File: src/rtl/fpga_cfg_loader_pkg.sv
// Shared register map, bit positions and FSM encodings
// for the fabric configuration loader.
package fpga_cfg_loader_pkg;

  localparam logic [3:0] OFF_CTRL = 4'h0;
  localparam logic [3:0] OFF_LEN  = 4'h4;
  localparam logic [3:0] OFF_DATA = 4'h8;
  localparam logic [3:0] OFF_STAT = 4'hC;

  localparam int CTRL_START = 0;
  localparam int CTRL_ABORT = 1;
  localparam int CTRL_FRST  = 2;

  localparam int ST_BUSY  = 0;
  localparam int ST_DONE  = 1;
  localparam int ST_FULL  = 2;
  localparam int ST_EMPTY = 3;
  localparam int ST_OVF   = 4;
  localparam int ST_LERR  = 5;

  localparam logic [1:0] S_IDLE  = 2'd0;
  localparam logic [1:0] S_SHIFT = 2'd1;
  localparam logic [1:0] S_LOAD  = 2'd2;
  localparam logic [1:0] S_DONE  = 2'd3;

endpackage

File: src/rtl/cfg_word_fifo.sv
// Small synchronous word FIFO feeding the config serialiser.
// A push into a full FIFO is accepted when a pop happens in the same cycle.
module cfg_word_fifo #(
  parameter int DEPTH = 4
) (
  input  logic        clk,
  input  logic        rst,
  input  logic        push,
  input  logic        pop,
  input  logic        flush,
  input  logic [31:0] din,
  output logic [31:0] head,
  output logic        full,
  output logic        empty
);

  localparam int AW = $clog2(DEPTH);

  logic [31:0]   mem [DEPTH];
  logic [AW-1:0] wr_ptr;
  logic [AW-1:0] rd_ptr;
  logic [AW:0]   count;
  logic          do_push;
  logic          do_pop;

  assign empty   = (count == '0);
  assign full    = (count == (AW+1)'(DEPTH));
  assign head    = mem[rd_ptr];
  assign do_pop  = pop & ~empty;
  assign do_push = push & (~full | do_pop);

  always_ff @(posedge clk) begin
    if (do_push && !flush) mem[wr_ptr] <= din;
  end

  always_ff @(posedge clk) begin
    if (rst || flush) begin
      wr_ptr <= '0;
      rd_ptr <= '0;
      count  <= '0;
    end else begin
      if (do_push) wr_ptr <= wr_ptr + 1'b1;
      if (do_pop)  rd_ptr <= rd_ptr + 1'b1;
      unique case ({do_push, do_pop})
        2'b10:   count <= count + 1'b1;
        2'b01:   count <= count - 1'b1;
        default: count <= count;
      endcase
    end
  end

endmodule

File: src/rtl/fpga_cfg_loader.sv
// Wishbone-controlled loader that streams bitstream words
// LSB-first into the fabric config chain, then latches and releases it.
module fpga_cfg_loader
  import fpga_cfg_loader_pkg::*;
#(
  parameter logic [31:0] BASE_ADDR  = 32'h3000_0100,
  parameter int          FIFO_DEPTH = 4,
  parameter int          LEN_W      = 20
) (
  input  logic        wb_clk_i,
  input  logic        wb_rst_i,
  input  logic        wbs_cyc_i,
  input  logic        wbs_stb_i,
  input  logic        wbs_we_i,
  input  logic [3:0]  wbs_sel_i,
  input  logic [31:0] wbs_adr_i,
  input  logic [31:0] wbs_dat_i,
  output logic        wbs_ack_o,
  output logic [31:0] wbs_dat_o,
  output logic        cfg_shift_en_o,
  output logic        cfg_bit_o,
  output logic        cfg_load_o,
  output logic        fabric_rst_o,
  output logic        cfg_done_o
);

  logic [1:0]       state_q;
  logic [LEN_W-1:0] len_q;
  logic [LEN_W-1:0] cnt_q;
  logic [4:0]       idx_q;
  logic             force_q;
  logic             ovf_q;
  logic             lerr_q;
  logic             ack_q;
  logic [31:0]      dat_q;
  logic             shift_q;
  logic             bit_q;
  logic             load_q;
  logic             done_q;
  logic             frst_q;

  logic        hit, acc, wr, rd;
  logic [3:0]  off;
  logic        wr_ctrl, start_w, abort_w, push;
  logic        idle_like, go, lerr_set;
  logic        do_shift, last, pop, done_nxt;
  logic [31:0] head;
  logic        full, empty;
  logic [31:0] rdata;

  assign off  = wbs_adr_i[3:0];
  assign hit  = wbs_cyc_i & wbs_stb_i &
                (wbs_adr_i[31:4] == BASE_ADDR[31:4]);
  assign acc  = hit & ~ack_q;
  assign wr   = acc & wbs_we_i & (wbs_sel_i == 4'hF);
  assign rd   = acc & ~wbs_we_i;

  assign wr_ctrl = wr & (off == OFF_CTRL);
  assign abort_w = wr_ctrl & wbs_dat_i[CTRL_ABORT];
  assign start_w = wr_ctrl & wbs_dat_i[CTRL_START] &
                   ~wbs_dat_i[CTRL_ABORT];
  assign push    = wr & (off == OFF_DATA);

  assign idle_like = (state_q == S_IDLE) | (state_q == S_DONE);
  assign go        = start_w & idle_like & (len_q != '0);
  assign lerr_set  = start_w & idle_like & (len_q == '0);

  assign do_shift = (state_q == S_SHIFT) & ~empty & ~abort_w;
  assign last     = ((cnt_q + LEN_W'(1)) == len_q);
  // The word is retired on its final bit or on the last
  // bit of the stream, which drops any unused tail bits.
  assign pop      = do_shift & ((idx_q == 5'd31) | last);
  assign done_nxt = (state_q == S_DONE) & ~abort_w & ~start_w;

  cfg_word_fifo #(
    .DEPTH (FIFO_DEPTH)
  ) u_fifo (
    .clk   (wb_clk_i),
    .rst   (wb_rst_i),
    .push  (push),
    .pop   (pop),
    .flush (abort_w),
    .din   (wbs_dat_i),
    .head  (head),
    .full  (full),
    .empty (empty)
  );

  always_comb begin
    rdata = '0;
    case (off)
      OFF_CTRL: rdata[CTRL_FRST] = force_q;
      OFF_LEN:  rdata[LEN_W-1:0] = len_q;
      OFF_STAT: begin
        rdata[ST_BUSY]  = (state_q == S_SHIFT) |
                          (state_q == S_LOAD);
        rdata[ST_DONE]  = done_q;
        rdata[ST_FULL]  = full;
        rdata[ST_EMPTY] = empty;
        rdata[ST_OVF]   = ovf_q;
        rdata[ST_LERR]  = lerr_q;
        rdata[31:8]     = 24'(cnt_q);
      end
      default: rdata = '0;
    endcase
  end

  always_ff @(posedge wb_clk_i) begin
    if (wb_rst_i) begin
      state_q <= S_IDLE;
      len_q   <= '0;
      cnt_q   <= '0;
      idx_q   <= '0;
      force_q <= 1'b0;
      ovf_q   <= 1'b0;
      lerr_q  <= 1'b0;
      ack_q   <= 1'b0;
      dat_q   <= '0;
      shift_q <= 1'b0;
      bit_q   <= 1'b0;
      load_q  <= 1'b0;
      done_q  <= 1'b0;
      frst_q  <= 1'b1;
    end else begin
      ack_q   <= acc;
      dat_q   <= rd ? rdata : '0;
      shift_q <= do_shift;
      bit_q   <= do_shift ? head[idx_q] : 1'b0;
      load_q  <= (state_q == S_LOAD) & ~abort_w;
      // Fabric reset is released only after the load strobe.
      done_q  <= done_nxt;
      frst_q  <= ~done_nxt | force_q;

      if (wr_ctrl) force_q <= wbs_dat_i[CTRL_FRST];
      if (wr && off == OFF_LEN && idle_like)
        len_q <= wbs_dat_i[LEN_W-1:0];

      if (start_w) begin
        ovf_q  <= 1'b0;
        lerr_q <= 1'b0;
      end
      if (push && full && !pop) ovf_q <= 1'b1;
      if (lerr_set) lerr_q <= 1'b1;

      if (abort_w) begin
        state_q <= S_IDLE;
      end else begin
        unique case (state_q)
          S_IDLE, S_DONE: begin
            if (go) begin
              state_q <= S_SHIFT;
              cnt_q   <= '0;
              idx_q   <= '0;
            end else if (lerr_set) begin
              state_q <= S_IDLE;
            end
          end
          S_SHIFT: begin
            if (do_shift) begin
              cnt_q <= cnt_q + LEN_W'(1);
              idx_q <= pop ? 5'd0 : idx_q + 5'd1;
              if (last) state_q <= S_LOAD;
            end
          end
          S_LOAD:  state_q <= S_DONE;
          default: state_q <= S_IDLE;
        endcase
      end
    end
  end

  assign wbs_ack_o      = ack_q;
  assign wbs_dat_o      = dat_q;
  assign cfg_shift_en_o = shift_q;
  assign cfg_bit_o      = bit_q;
  assign cfg_load_o     = load_q;
  assign cfg_done_o     = done_q;
  assign fabric_rst_o   = frst_q;

endmodule
File: config.mk
export PLATFORM = sky130hd
export DESIGN_NAME = fpga_cfg_loader
export DESIGN_NICKNAME = d
export VERILOG_FILES = /design/src/rtl/fpga_cfg_loader_pkg.sv /design/src/rtl/cfg_word_fifo.sv /design/src/rtl/fpga_cfg_loader.sv
export SDC_FILE = /design/constraint.sdc
export NUM_CORES = 1
export LEC_CHECK = 0
export BUFFER_PORTS_ARGS = -buffer_cell sky130_fd_sc_hd__buf_4
export CORE_ASPECT_RATIO = 1.2
export CORE_MARGIN = 2
export CORE_UTILIZATION = 60
export CTS_CLUSTER_SIZE = 24
export DETAILED_ROUTE_END_ITERATION = 10
export GPL_TIMING_DRIVEN = 0
export PLACE_DENSITY = 0.91
export SYNTH_ARGS = -nofsm -noshare
export SYNTH_HDL_FRONTEND = slang
export SYNTH_SLANG_ARGS = --single-unit
export TNS_END_PERCENT = 5
File: constraint.sdc
create_clock -name wb_clk_i -period 15.95 [get_ports wb_clk_i]
set_input_delay 0.7975 -clock wb_clk_i [delete_from_list [all_inputs] [get_ports wb_clk_i]]
set_output_delay 0.7975 -clock wb_clk_i [all_outputs]
set_load 0.02 [all_outputs]
# Yosys cells after proc, flatten, opt, wreduce, memory -nomap -nowiden
# Memories as Yosys holds them, arrays and structs flattened. A register that Yosys moved wholly into a read port is not among the register bits.
# Index checks and enable logic that the tools add are counted.
# classes
mux,26
magnitude_cmp,1
reduce_logical,25
n_eq_ne,17
addsub,6
bitwise,39
# ops
operator,n
20-bit 2-to-1 mux,2
20-bit one-hot mux with 2 select lines,1
"28-bit by 26-bit equality test with 1-bit output, second input constant",1
12-bit one-hot mux with 2 select lines,1
1-bit AND,22
"20-bit by 1-bit adder with 20-bit output, second input constant",1
20-bit equality test,1
20-bit logical NOT,1
20-bit nonzero test,1
5-bit 2-to-1 mux,3
"4-bit equality test, second input constant",3
2-bit 2-to-1 mux,6
1-bit inverter,12
3-bit one-hot mux with 2 select lines,2
5-bit one-hot mux with 2 select lines,1
2-bit nonzero test,4
2-bit OR reduction,4
"2-bit equality test, second input constant",3
"5-bit by 6-bit less-than comparator with 1-bit output, second input constant",1
1-bit 2-to-1 mux,6
"2-bit inequality test, second input constant",3
2-bit one-hot mux with 3 select lines,1
3-bit OR reduction,2
"5-bit by 1-bit adder with 5-bit output, second input constant",1
other kinds (20),31
# word_totals
register_bits,95
input_bits,73
n_memories,1
ram_bits,128
# mem_list
memory,depth,word_bits,read_ports,rd_clocked_by_memory_dff,wr,line_no,source
u_fifo.mem,4,32,1,1,1,cfg_word_fifo.sv:19,logic [31:0] mem [DEPTH];

# Logic depth before layout (Yosys ltp)
# Gate-level depths: netlist of the first run.
# depth
depth_word,16
ltp_mapped,16

# Modules after synthesis
# Synthesis of the first run repeated with hierarchy kept, for this count alone.
# hier_totals
cells_unflattened,733
area_unflattened_um2,9542.9
# by_module_without_submodules
module,seq_area_each_um2,instances,area_each_um2,cells_per_inst
cfg_word_fifo,4023.9,1,5111.2,221
fpga_cfg_loader,1681.6,1,4431.8,512

# Least setup slack after synthesis of the first run
# OpenSTA, ideal clock, no wires.
# synth_path
path_kind,reg2reg
start,register cnt_q[0]
end,"memory u_fifo.mem[0][0], enable pin"
setup_slack_ps,10945
arrival_ps,4538
path_stages_with_launch,10
path_cell_list,dfxtp_1 -> ha_1 -> or3b_1 -> a211oi_1 -> nor3_2 -> nor2_1 -> nand4_1 -> o31ai_1 -> a21oi_1 -> nor3b_1
# synth_between
elab_chain_len,10
# synth_rtl
item,line_no,source
"start, declared",fpga_cfg_loader.sv:29,logic [LEN_W-1:0] cnt_q;
"start signal, assigned",fpga_cfg_loader.sv:160,cnt_q <= cnt_q + LEN_W'(1);
20-bit by 1-bit adder with 20-bit output,fpga_cfg_loader.sv:69,assign last = ((cnt_q + LEN_W'(1)) == len_q);
20-bit equality test,fpga_cfg_loader.sv:69,
1-bit OR,fpga_cfg_loader.sv:72,assign pop = do_shift & ((idx_q == 5'd31) | last);
1-bit AND,fpga_cfg_loader.sv:72,
1-bit AND,cfg_word_fifo.sv:29,assign do_pop = pop & ~empty;
1-bit OR,cfg_word_fifo.sv:30,assign do_push = push & (~full | do_pop);
1-bit AND,cfg_word_fifo.sv:30,
1-bit logical AND,cfg_word_fifo.sv:33,if (do_push && !flush) mem[wr_ptr] <= din;
1-bit 2-to-1 mux,cfg_word_fifo.sv:33,
1-bit 2-to-1 mux (implied by the code),cfg_word_fifo.sv:33,
"end, declared",cfg_word_fifo.sv:19,
# No other way between the ends.

# Final worst setup path of the first run
# layout_path
start,register cnt_q[0]
end,register u_fifo.count[2]
# layout_between
elab_chain_len,9
elab_cells_between_ends,11
cone_classes,add/sub (1); eq/ne (3); mux (1); bitwise (5); reduce/logical (1)
# layout_rtl
item,line_no,source
20-bit by 1-bit adder with 20-bit output *,fpga_cfg_loader.sv:69,
20-bit equality test *,fpga_cfg_loader.sv:69,
1-bit OR *,fpga_cfg_loader.sv:72,
1-bit AND *,fpga_cfg_loader.sv:72,
1-bit AND *,cfg_word_fifo.sv:29,
1-bit OR,cfg_word_fifo.sv:30,
1-bit AND,cfg_word_fifo.sv:30,
2-bit by 1-bit equality test with 1-bit output or 2-bit equality test (tied branches),cfg_word_fifo.sv:44,"unique case ({do_push, do_pop})"
3-bit one-hot mux with 2 select lines or 2-bit nonzero test (tied branches),-,
"end signal, assigned",cfg_word_fifo.sv:45,2'b10: count <= count + 1'b1;
"end signal, assigned",cfg_word_fifo.sv:46,2'b01: count <= count - 1'b1;
"end signal, assigned",cfg_word_fifo.sv:47,default: count <= count;
"end, declared",cfg_word_fifo.sv:22,logic [AW:0] count;
# Mark *: on every way between the ends. The rest lies on a longest branch, timed or not.
# A chain may end at the register's enable or synchronous reset.

==> results of run 1 <==
-- cell families after synthesis --
family / after synthesis
mux: 67
compound gates: 93
buf+inv: 66
xor+xnor: 29
fa+ha+maj: 12
other cells: 1
simple gates: 248
flops: 221
-- worst min-delay path, cell delays in order (launching register included) --
cell,delay (ps)
dfxtp_1,310
nand2_1,50
a21oi_1,50
-- layout by cell type (no fill, tap or decap), types with 4 or more instances in the layout --
cell and instances:
a21oi_1 32, a22o_1 17, and2_1 12, and3_1 12
and4_1 5, buf_2 6, buf_4 113, buf_6 15
clkbuf_1 29, clkbuf_16 21, clkbuf_8 5, clkinvlp_4 4
conb_1 4, dfxtp_1 93, edfxtp_1 128, ha_1 11
inv_1 16, mux2i_1 24, mux4_2 42, nand2_1 54
nand2b_1 9, nand3_1 15, nand4_1 11, nand4b_1 6
nor2_1 41, nor3_1 11, nor3b_2 4, nor4_1 15
o2111ai_1 5, o211ai_1 4, o21ai_0 14, or3_1 15
or4_1 6, xnor2_1 14, xor2_1 15
-- final timing paths --
path / start / end / slack, ps / depth (start not counted)
setup / recovery: cnt_q[0]$_SDFFE_PP0P_ / u_fifo.count[2]$_SDFFE_PP0P_ / 11830 / 15
hold / removal: ovf_q$_SDFFE_PP0P_ / ovf_q$_SDFFE_PP0P_ / 460 / 2
setup reg to reg: cnt_q[0]$_SDFFE_PP0P_ / u_fifo.count[2]$_SDFFE_PP0P_ / 11830 / 15
hold reg to reg: ovf_q$_SDFFE_PP0P_ / ovf_q$_SDFFE_PP0P_ / 460 / 2
-- area by class of cell --
class | count | area, um^2 | area share
repair buffers | 117 | 927 | 0.0794
flip-flops and latches | 221 | 5710 | 0.489
multi-input cells | 453 | 3740 | 0.321
clock buffers | 25 | 551 | 0.0471
well taps | 212 | 265 | 0.0227
inverters | 16 | 60.1 | 0.00514
clock inverters | 13 | 130 | 0.0111
plain buffers | 50 | 297 | 0.0254
-- cells in the mapped netlist (all sizes together) (15+ instances only) --
| master | instances |
|---|---|
| nand2 | 54 |
| a21oi | 33 |
| dfxtp | 93 |
| xor2 | 15 |
| buf | 19 |
| mux2i | 24 |
| edfxtp | 128 |
| nand3 | 16 |
| inv | 16 |
| mux4 | 42 |
| a22o | 18 |
| nor2 | 41 |
| or3 | 17 |
| nor4 | 19 |
| clkbuf | 31 |
-- report_power, final --
group          internal (W)  switching (W)
Combinational     0.0000464      0.0000789
Clock              0.000281       0.000214
Sequential         0.000606     0.00000449
-- stage by stage --
step	std cells	util	cell area (um^2)	power, W
after floorplan	740	-	9790	0.000695
after global placement	1057	0.674	10800	0.000740
after detailed placement	1069	0.684	11000	0.000743
after CTS	1107	0.726	11700	0.00123
after global routing	1107	0.726	11700	0.00127
final	1107	0.726	11700	0.00123
-- registers in the layout (all words and copies together), names as in the netlist, 2 cells and up, named ones only --
signal         count
u_fifo.mem       128
cnt_q             20
state_q            2
u_fifo.rd_ptr      2
u_fifo.count       3
len_q             20
wbs_dat_o         28
idx_q              5
u_fifo.wr_ptr      2
-- layer usage --
| metal | part of all wire | wire length (um) | track usage | vias to the layer above |
|---|---|---|---|---|
| met1 | 0.36 | 8980 | 0.351 | 3380 |
| met3 | 0.076 | 1910 | 0.0409 | 71 |
| met5 | 0 | 0 | 0 | - |
| met4 | 0.038 | 955 | 0.113 | 0 |
| met2 | 0.53 | 13400 | 0.541 | 378 |
| li1 | - | - | - | 3091 |
==> metrics, run 1 <==
Clock Skew=a little under 20 ps; initial antenna violation count=0; routed length per instance=22.8 um; clk slew on worst S/H paths=roughly 70 ps; Synthesis Warnings=0; Power Dens Cells=around 110 nW/um^2; Critical Path Start Type=flip-flop; top cells by area, synth=edfxtp_1, dfxtp_1, mux4_2; Synth Area in Compound Gates=0.0640; Die Wd=121 um; port bufs=105; Post-CTS Setup Inserts=0; Setup WS post-layout=11830 ps; GRT Total Usage=0.295; Synth Area per Inst=13.3 um^2; CP cell instances=ha_1 > and3_1 > nand3_1 > or3_1 > nand4_1 > o31ai_1 > a21oi_1 > or2_2 > ha_1 > inv_1 > fa_1 > xor2_1 > nor2_1 > xnor2_1 > nor2_1; xor/xnor share of the synthesized area=0.0260; Synth async-reset ratio=0; core footprint=16100 um^2; worst hold path class=flip-flop to flip-flop; unrepaired setup endpoints after global routing=false; clk sink count=221; final WL=25300 um; cell area after synthesis=slightly below 10000 um^2; CTS tree=built; htree depth=1; Final Setup Violations=0; Synth area leader=edfxtp_1; total gr overflow=0; # fillers=1065; cts bufs inserted=21; Synth Area in Simple Gates=0.151; final hold vios=0; Buf/Inv on CP=1; critical path's largest stage delay=roughly 500 ps; Synth top area share=0.393; initial DRC count=640; WP data required=16330 ps; fin crit period=about 4000 ps; Vias=6920; Final Max Slew Viols=0; dominant synthesized flop cell=edfxtp_1; # diodes=0; worst setup path class=flip-flop to flip-flop; Cell variety after synth=71; Starting Density=0.608; mux contribution to synthesized area=0.123; root buffer cell=clkbuf_16; layout cells sized above 1=0.272; hold_ws=461 ps; Final Wtd Congestion=0.945; largest family of logic cells by synthesized area=simple AND/OR/NAND/NOR gates; io pins=111; DRT Pass-1 Iters=5; DRC viols=0; Vias/cell=between 6 and 7; vias in the first global route=6928; area grow syn2layout=19.5%; Hold-fix buffers, CTS=0; crit-path leading delay family=simple AND/OR/NAND/NOR gates; number of synthesized flops with an enable pin=128; Seq/Total Area, Yosys=0.584; DPL Wire Length=17700 um; Max FO, Critical Path=7; Leakage=between 4 and 5 nW; Critical Path Sink Type=flip-flop; crit share post-route=0.258; global-route wire length before repair=38900 um; Max Freq=0.243 GHz; fraction of the mapped netlist area in adder cells=0.0161; Arrival @ worst endpoint=~4500 ps; max-cap viol count=0; Final TNS setup=0 ps; clk_lat worst skew=500 ps; worst-path cell with the longest stage delay=dfxtp_1; Mapped Cells=737; Clock Path Buffers=3; largest net degree at the start of global routing=17; row cnt=about 50; status=finished clean; CTS resizes=0; Chip Height=144 um; synthesized flop and latch total=221; VDD IR max=79.3 uV; NumNets Final=965; slew of the pin with the lowest slew margin=954 ps; relative slew slack=0.364; pre-CTS setup slack=11900 ps; remaining antenna violation count=0; die area=17300 um^2
Note: power is estimated with default switching activity, not from simulation.
==> run 2: changes to the inputs <==
- CORE_UTILIZATION: 60 -> 53
- PLACE_DENSITY: 0.91 -> 0.85
- clock period: 15.95 -> 3.6 ns (I/O delays scaled with it)
==> metrics, run 2 (same netlist as run 1, synthesis figures left out) <==
final hold vios=0 (unchanged); Max FO, Critical Path=10 (was 7); # fillers=1269 (was 1065); Hold Crit Start=wbs_we_i (was ovf_q$_SDFFE_PP0P_); max-cap viol count=0 (unchanged); htree depth=1 (unchanged); die area=19500 um^2 (was 17300 um^2); DPL Wire Length=17200 um (was 17700 um); port bufs=105 (unchanged); slew of the pin with the lowest slew margin=991 ps (was 954 ps); R2R Path End=u_fifo.count[2]$_SDFFE_PP0P_ (unchanged); number of flip-flops under the largest register name=128 (unchanged); routed length per instance=21.9 um (was 22.8 um); initial DRC count=788 (was 640); row cnt=54 (was 51); area grow syn2layout=25.5% (was 19.5%); total gr overflow=0 (unchanged); Power Dens Cells=457 nW/um^2 (was 105 nW/um^2); vias in the first global route=7055 (was 6928); remaining antenna violation count=0 (unchanged); unrepaired setup endpoints after global routing=true (was false); Leakage=4.36 nW (was 4.11 nW); Clock Skew=14.4 ps (was 19.3 ps); clk slew on worst S/H paths=70 ps (about the same); FF-to-FF path depth=16 (was 15); largest net degree at the start of global routing=19 (was 17); cts bufs inserted=22 (was 21); layout cells sized above 1=0.283 (was 0.272); GRT Total Usage=0.257 (was 0.295); global-route wire length before repair=38800 um (was 38900 um); commonest cells after routing, fill and taps aside=edfxtp_1, buf_4, dfxtp_1 (unchanged); Clock Path Buffers=3 (unchanged); core footprint=18100 um^2 (was 16100 um^2); io pins=111 (unchanged); final WL=25400 um (was 25300 um); NumNets Final=1003 (was 965); fin crit period=3530 ps (was 4120 ps); Arrival @ worst endpoint=3920 ps (was 4500 ps); worst hold path depth=3 (was 2); root buffer cell=clkbuf_16 (unchanged); hold_ws=33.7 ps (was 461 ps); Chip Height=153 um (was 144 um); Max Freq=0.283 GHz (was 0.243 GHz); Reg with most FFs=u_fifo.mem (unchanged); worst hold path class=input pin to flip-flop (was flip-flop to flip-flop); Vias/cell=6.10 (was 6.25); Final Max Slew Viols=0 (unchanged); Critical Path Sink Type=flip-flop (unchanged); initial antenna violation count=0 (unchanged); Final Wtd Congestion=0.953 (was 0.945); Die Wd=128 um (was 121 um); VDD IR max=383 uV (was 79.3 uV); CTS tree=built (unchanged); Reg2Reg Setup Slack=70 ps (was 11830 ps); post-layout util=0.678 (was 0.726); Final Setup Violations=0 (unchanged); # diodes=0 (unchanged); crit share post-route=0.981 (was 0.258); clk sink count=221 (unchanged); DRT Pass-1 Iters=5 (unchanged); Starting Density=0.540 (was 0.608); worst r2r src=cnt_q[1]$_SDFFE_PP0P_ (was cnt_q[0]$_SDFFE_PP0P_); status=finished clean (unchanged); WP data required=3990 ps (was 16330 ps); register area=5710 um^2 (about the same); clk_lat worst skew=500 ps (about the same); Critical Path Start Type=flip-flop (unchanged); multi-input combinational cell area=3880 um^2 (was 3740 um^2); Worst Hold Path EP=wbs_dat_o[2]$_SDFF_PP0_ (was ovf_q$_SDFFE_PP0P_); commonest non-fill, non-tap cell in the layout=edfxtp_1 (unchanged); Vias=7067 (was 6920); relative slew slack=0.339 (was 0.364); worst setup path class=flip-flop to flip-flop (unchanged); DRC viols=0 (unchanged)
## run 2: cell count changes in the layout (fill, tap and decap cells not counted), moves of 3 or more
cell           delta
dfxtp_1           -5
dfxtp_2           +4
dlygate4sd3_1    +32
buf_6            -11
nor3b_2           -4
buf_4             +8
nor3b_4           +4
clkinvlp_4        -3
buf_8             +6
## run 2: power breakdown
group / switching, W / internal (W)
combinational: 0.000369 / 0.000232
clock: 0.000927 / 0.00137
sequential: 0.0000192 / 0.00269
## run 2: cell type report
class	count	share of cell area
Buffer	50	0.0242
Sequential cell	221	0.466
Inverter	16	0.00489
Multi-Input combinational cell	453	0.316
Clock inverter	9	0.00765
Clock buffer	31	0.0518
Timing Repair Buffer	154	0.107
Tap cell	224	0.0228
## run 2: metrics by stage
step | power [W] | TNS, ps | instances | area, um^2 | setup WS [ps]
after detailed placement | 0.00330 | -54590 | 1076 | 11000 | -773
final | 0.00560 | 0 | 1158 | 12300 | 68.6
after global routing | 0.00576 | -22.2 | 1158 | 12300 | -22.2
after floorplan | 0.00308 | -40890 | 740 | 9810 | -319
after CTS | 0.00561 | -34.1 | 1153 | 12100 | -34.1
after global placement | 0.00329 | -205520 | 1069 | 10900 | -1640
## run 2: how the worst max path moves through the flow
stage	from	endpoint	depth (start not counted)
CTS	cnt_q[6]$_SDFFE_PP0P_	u_fifo.count[2]$_SDFFE_PP0P_	15
global placement	cnt_q[0]$_SDFFE_PP0P_	u_fifo.mem[1][28]$_DFFE_PP_	9
global route	cnt_q[0]$_SDFFE_PP0P_	u_fifo.count[2]$_SDFFE_PP0P_	16
detailed placement	cnt_q[0]$_SDFFE_PP0P_	u_fifo.count[2]$_SDFFE_PP0P_	15
floorplan	cnt_q[0]$_SDFFE_PP0P_	u_fifo.mem[0][0]$_DFFE_PP_	9
finish	cnt_q[1]$_SDFFE_PP0P_	u_fifo.count[2]$_SDFFE_PP0P_	16
## run 2: repair_timing
action | CTS | global route
setup buffers | 5 | 5
resized for setup | 8 | 16
pin swaps | 3 | 7
setup endpoints to repair | 131 | 108
endpoints found under the hold margin | 141 | 0
hold buffers | 32 | 0
## run 2: critical path, stage by stage, from the launching register on
cell,delay [ps]
dfxtp_2,420
ha_4,210
and3_1,300
and4_1,260
nor2_1,50
nor3_1,200
nand4_1,210
o31a_1,350
buf_6,150
nor2_2,150
ha_2,220
inv_1,50
fa_1,370
xor2_1,170
nor2_1,120
xnor2_1,140
nor2_1,50
## run 2: routing by layer
| layer | vias to the layer above | global-route usage | wire, um |
|---|---|---|---|
| met5 | - | 0 | 0 |
| met4 | 0 | 0.0968 | 873 |
| met3 | 68 | 0.0351 | 1730 |
| met2 | 378 | 0.459 | 13400 |
| met1 | 3454 | 0.317 | 9370 |
| li1 | 3167 | - | - |
==> run 3: changes to the inputs <==
- SYNTH_HIERARCHICAL: unset -> 1
==> metrics, run 3 <==
status=finished, violations left (was finished clean); violations in the final reports=negative setup slack; DRT Pass-1 Iters=6 (was 5); layout cells sized above 1=0.306 (was 0.283); dominant synthesized flop cell=edfxtp_1 (unchanged); commonest non-fill, non-tap cell in the layout=buf_4 (was edfxtp_1); total chip power=0.00535 W (was 0.00560 W); Final Wtd Congestion=0.939 (was 0.953); CTS tree=built (unchanged); # fillers=1102 (was 1269); Chip Height=151 um (was 153 um); Clock Path Buffers=3 (unchanged); row cnt=53 (was 54); top cells by area, synth=edfxtp_1, dfxtp_1, mux4_2 (unchanged); Max FO, Critical Path=10 (unchanged); clk sink count=221 (unchanged); Synth Area per Inst=13.0 um^2 (was 13.3 um^2); htree depth=1 (unchanged); placed cell count=1070 (was 1076); Max Freq=0.273 GHz (was 0.283 GHz); remaining antenna violation count=0 (unchanged); crit share post-route=1.02 (was 0.981); GRT Total Usage=0.257 (about the same); cell area after synthesis=9540 um^2 (was 9770 um^2); Synth top area share=0.403 (was 0.393); Switching Share=0.231 (was 0.235); most numerous cell in the Yosys netlist=edfxtp_1 (unchanged); Final TNS setup=-56.6 ps (was 0 ps); Seq/Total Area, Yosys=0.598 (was 0.584); unrepaired setup endpoints after global routing=true (unchanged); root buffer cell=clkbuf_16 (unchanged); io pins=111 (unchanged); largest net degree at the start of global routing=16 (was 19); max-cap viol count=0 (unchanged); Reg power frac=0.502 (was 0.483); Leakage=4.53 nW (was 4.36 nW); initial antenna violation count=0 (unchanged); Starting Density=0.543 (was 0.540); WP data required=4050 ps (was 3990 ps); die area=19100 um^2 (was 19500 um^2); Arrival @ worst endpoint=4100 ps (was 3920 ps); cts bufs inserted=22 (unchanged); Cell variety after synth=62 (was 71); DPL Wire Length=16300 um (was 17200 um); final hold vios=0 (unchanged); clk_lat worst skew=500 ps (about the same); hold_ws=82.5 ps (was 33.7 ps); Clock Skew=14.9 ps (was 14.4 ps); routed length per instance=21.3 um (was 21.9 um); clk slew on worst S/H paths=70 ps (about the same); synthesized flop and latch total=221 (unchanged); initial DRC count=651 (was 788); net switching power=0.00124 W (was 0.00131 W); worst setup path class=flip-flop to flip-flop (unchanged); number of synthesized flops with an enable pin=128 (unchanged); Final Max Slew Viols=0 (unchanged); Setup WS post-layout=-56.6 ps (was 68.6 ps); final WL=25100 um (was 25400 um); Synthesis Warnings=6 (was 0); core footprint=17600 um^2 (was 18100 um^2); number of flip-flops under the largest register name=128 (unchanged); Power Dens Cells=428 nW/um^2 (was 457 nW/um^2); post-layout util=0.711 (was 0.678); total gr overflow=0 (unchanged); Comb pwr share=0.084 (was 0.107); Mapped Cells=733 (was 737); worst hold path class=input pin to flip-flop (unchanged); Power Internal=0.00411 W (was 0.00429 W); Vias=7005 (was 7067); Reg with most FFs=u_fifo/mem (was u_fifo.mem); Critical Path Start Type=flip-flop (unchanged); Vias/cell=5.93 (was 6.10); area grow syn2layout=31.0% (was 25.5%); fin crit period=3660 ps (was 3530 ps); global-route wire length before repair=38000 um (was 38800 um); Critical Path Sink Type=flip-flop (unchanged); Synth area leader=edfxtp_1 (unchanged); Die Wd=126 um (was 128 um); Layout Cells excl Fill=1182 (was 1158); commonest cells after routing, fill and taps aside=buf_4, edfxtp_1, dfxtp_1 (was edfxtp_1, buf_4, dfxtp_1); Synth async-reset ratio=0 (unchanged); slew of the pin with the lowest slew margin=1020 ps (was 991 ps); DRC viols=0 (unchanged); Final Setup Violations=1 (was 0); relative slew slack=0.318 (was 0.339); vias in the first global route=7028 (was 7055); NumNets Final=1031 (was 1003); Synth top cells by count=edfxtp_1, dfxtp_1, nor2_1, nand2_1, mux4_2 (was edfxtp_1, dfxtp_1, nand2_1, mux4_2, nor2_1); VDD IR max=372 uV (was 383 uV); Clock power frac=0.413 (was 0.410); port bufs=106 (was 105); # diodes=0 (unchanged)
[run 3: changes by cell type after synthesis, sizes merged, moves of 6 or more]
cell,previous run,this run
nor2,41,57
and3,14,4
o21ai,14,21
or3,17,10
o311ai,0,6
[run 3: cells by family after synthesis]
kind of cell	Yosys count	synth area share
flops	221	0.598
mux	69	0.128
other cells	1	0.000393
fa+ha+maj	12	0.0165
buf+inv	67	0.0299
compound gates	96	0.0696
xor+xnor	27	0.0248
simple gates	240	0.133
[run 3: worst paths after layout]
path,start,to,slack (ps),cells past startpoint
worst max-delay path,cnt_q[8]$_SDFFE_PP0P_,u_fifo/count[2]$_SDFFE_PP0P_,-60,17
worst min-delay path,wbs_adr_i[3],force_q$_SDFFE_PP0N_,80,4
worst max register to register,cnt_q[8]$_SDFFE_PP0P_,u_fifo/count[2]$_SDFFE_PP0P_,-60,17
worst min register to register,ovf_q$_SDFFE_PP0P_,ovf_q$_SDFFE_PP0P_,460,2
[run 3: what timing repair did]
action	4_1_cts	5_1_grt
hold endpoints to repair	149	0
endpoints found under the setup margin	131	64
pin swaps	21	14
setup buffers	22	15
gates resized for setup	18	10
hold buffers	35	0
[run 3: power by group through the flow]
stage / clock, W / sequential [W] / combinational, W
6_report: 0.00221 / 0.00269 / 0.000451
5_1_grt: 0.00233 / 0.00269 / 0.000490
4_1_cts: 0.00223 / 0.00269 / 0.000443
3_5_place_dp: 0 / 0.00274 / 0.000403
3_3_place_gp: 0 / 0.00274 / 0.000393
2_1_floorplan: 0 / 0.00275 / 0.000217
[run 3: area by class of cell]
| class | instances | area [um^2] | share of cell area |
|---|---|---|---|
| Clock inverter | 11 | 97.6 | 0.00781 |
| Clock buffer | 29 | 598 | 0.0478 |
| Tap cell | 220 | 275 | 0.0220 |
| Inverter | 14 | 52.6 | 0.00420 |
| Timing Repair Buffer | 186 | 1610 | 0.129 |
| Multi-Input combinational cell | 448 | 3800 | 0.304 |
| Buffer | 53 | 348 | 0.0278 |
| Sequential cell | 221 | 5720 | 0.457 |
[run 3: metrics by stage]
stage	setup slack (ps)	area, um^2
after floorplan	-63.6	9810
after global placement	-1050	10900
after detailed placement	-730	11000
after CTS	-62.1	12400
after global routing	-130	12500
final	-56.6	12500
[run 3: routing by layer]
metal | routed length [um] | GRT usage | vias up | part of all wire
met5 | 0 | 0 | - | 0
met4 | 818 | 0.0973 | 0 | 0.033
met3 | 1670 | 0.0360 | 66 | 0.067
met2 | 13000 | 0.462 | 343 | 0.52
met1 | 9670 | 0.315 | 3422 | 0.38
li1 | - | - | 3174 | -
[run 3: critical path, stage by stage (launching register included)]
cell	delay [ps]
dfxtp_1	330
clkbuf_8	170
nand2_1	110
nor4_4	330
buf_4	180
buf_4	110
nor3_1	40
o211ai_1	330
nor4_4	100
a21oi_4	190
nor3_4	70
o41ai_4	450
ha_4	200
inv_1	50
fa_2	340
xor2_1	160
or3_1	340
a21oi_2	120
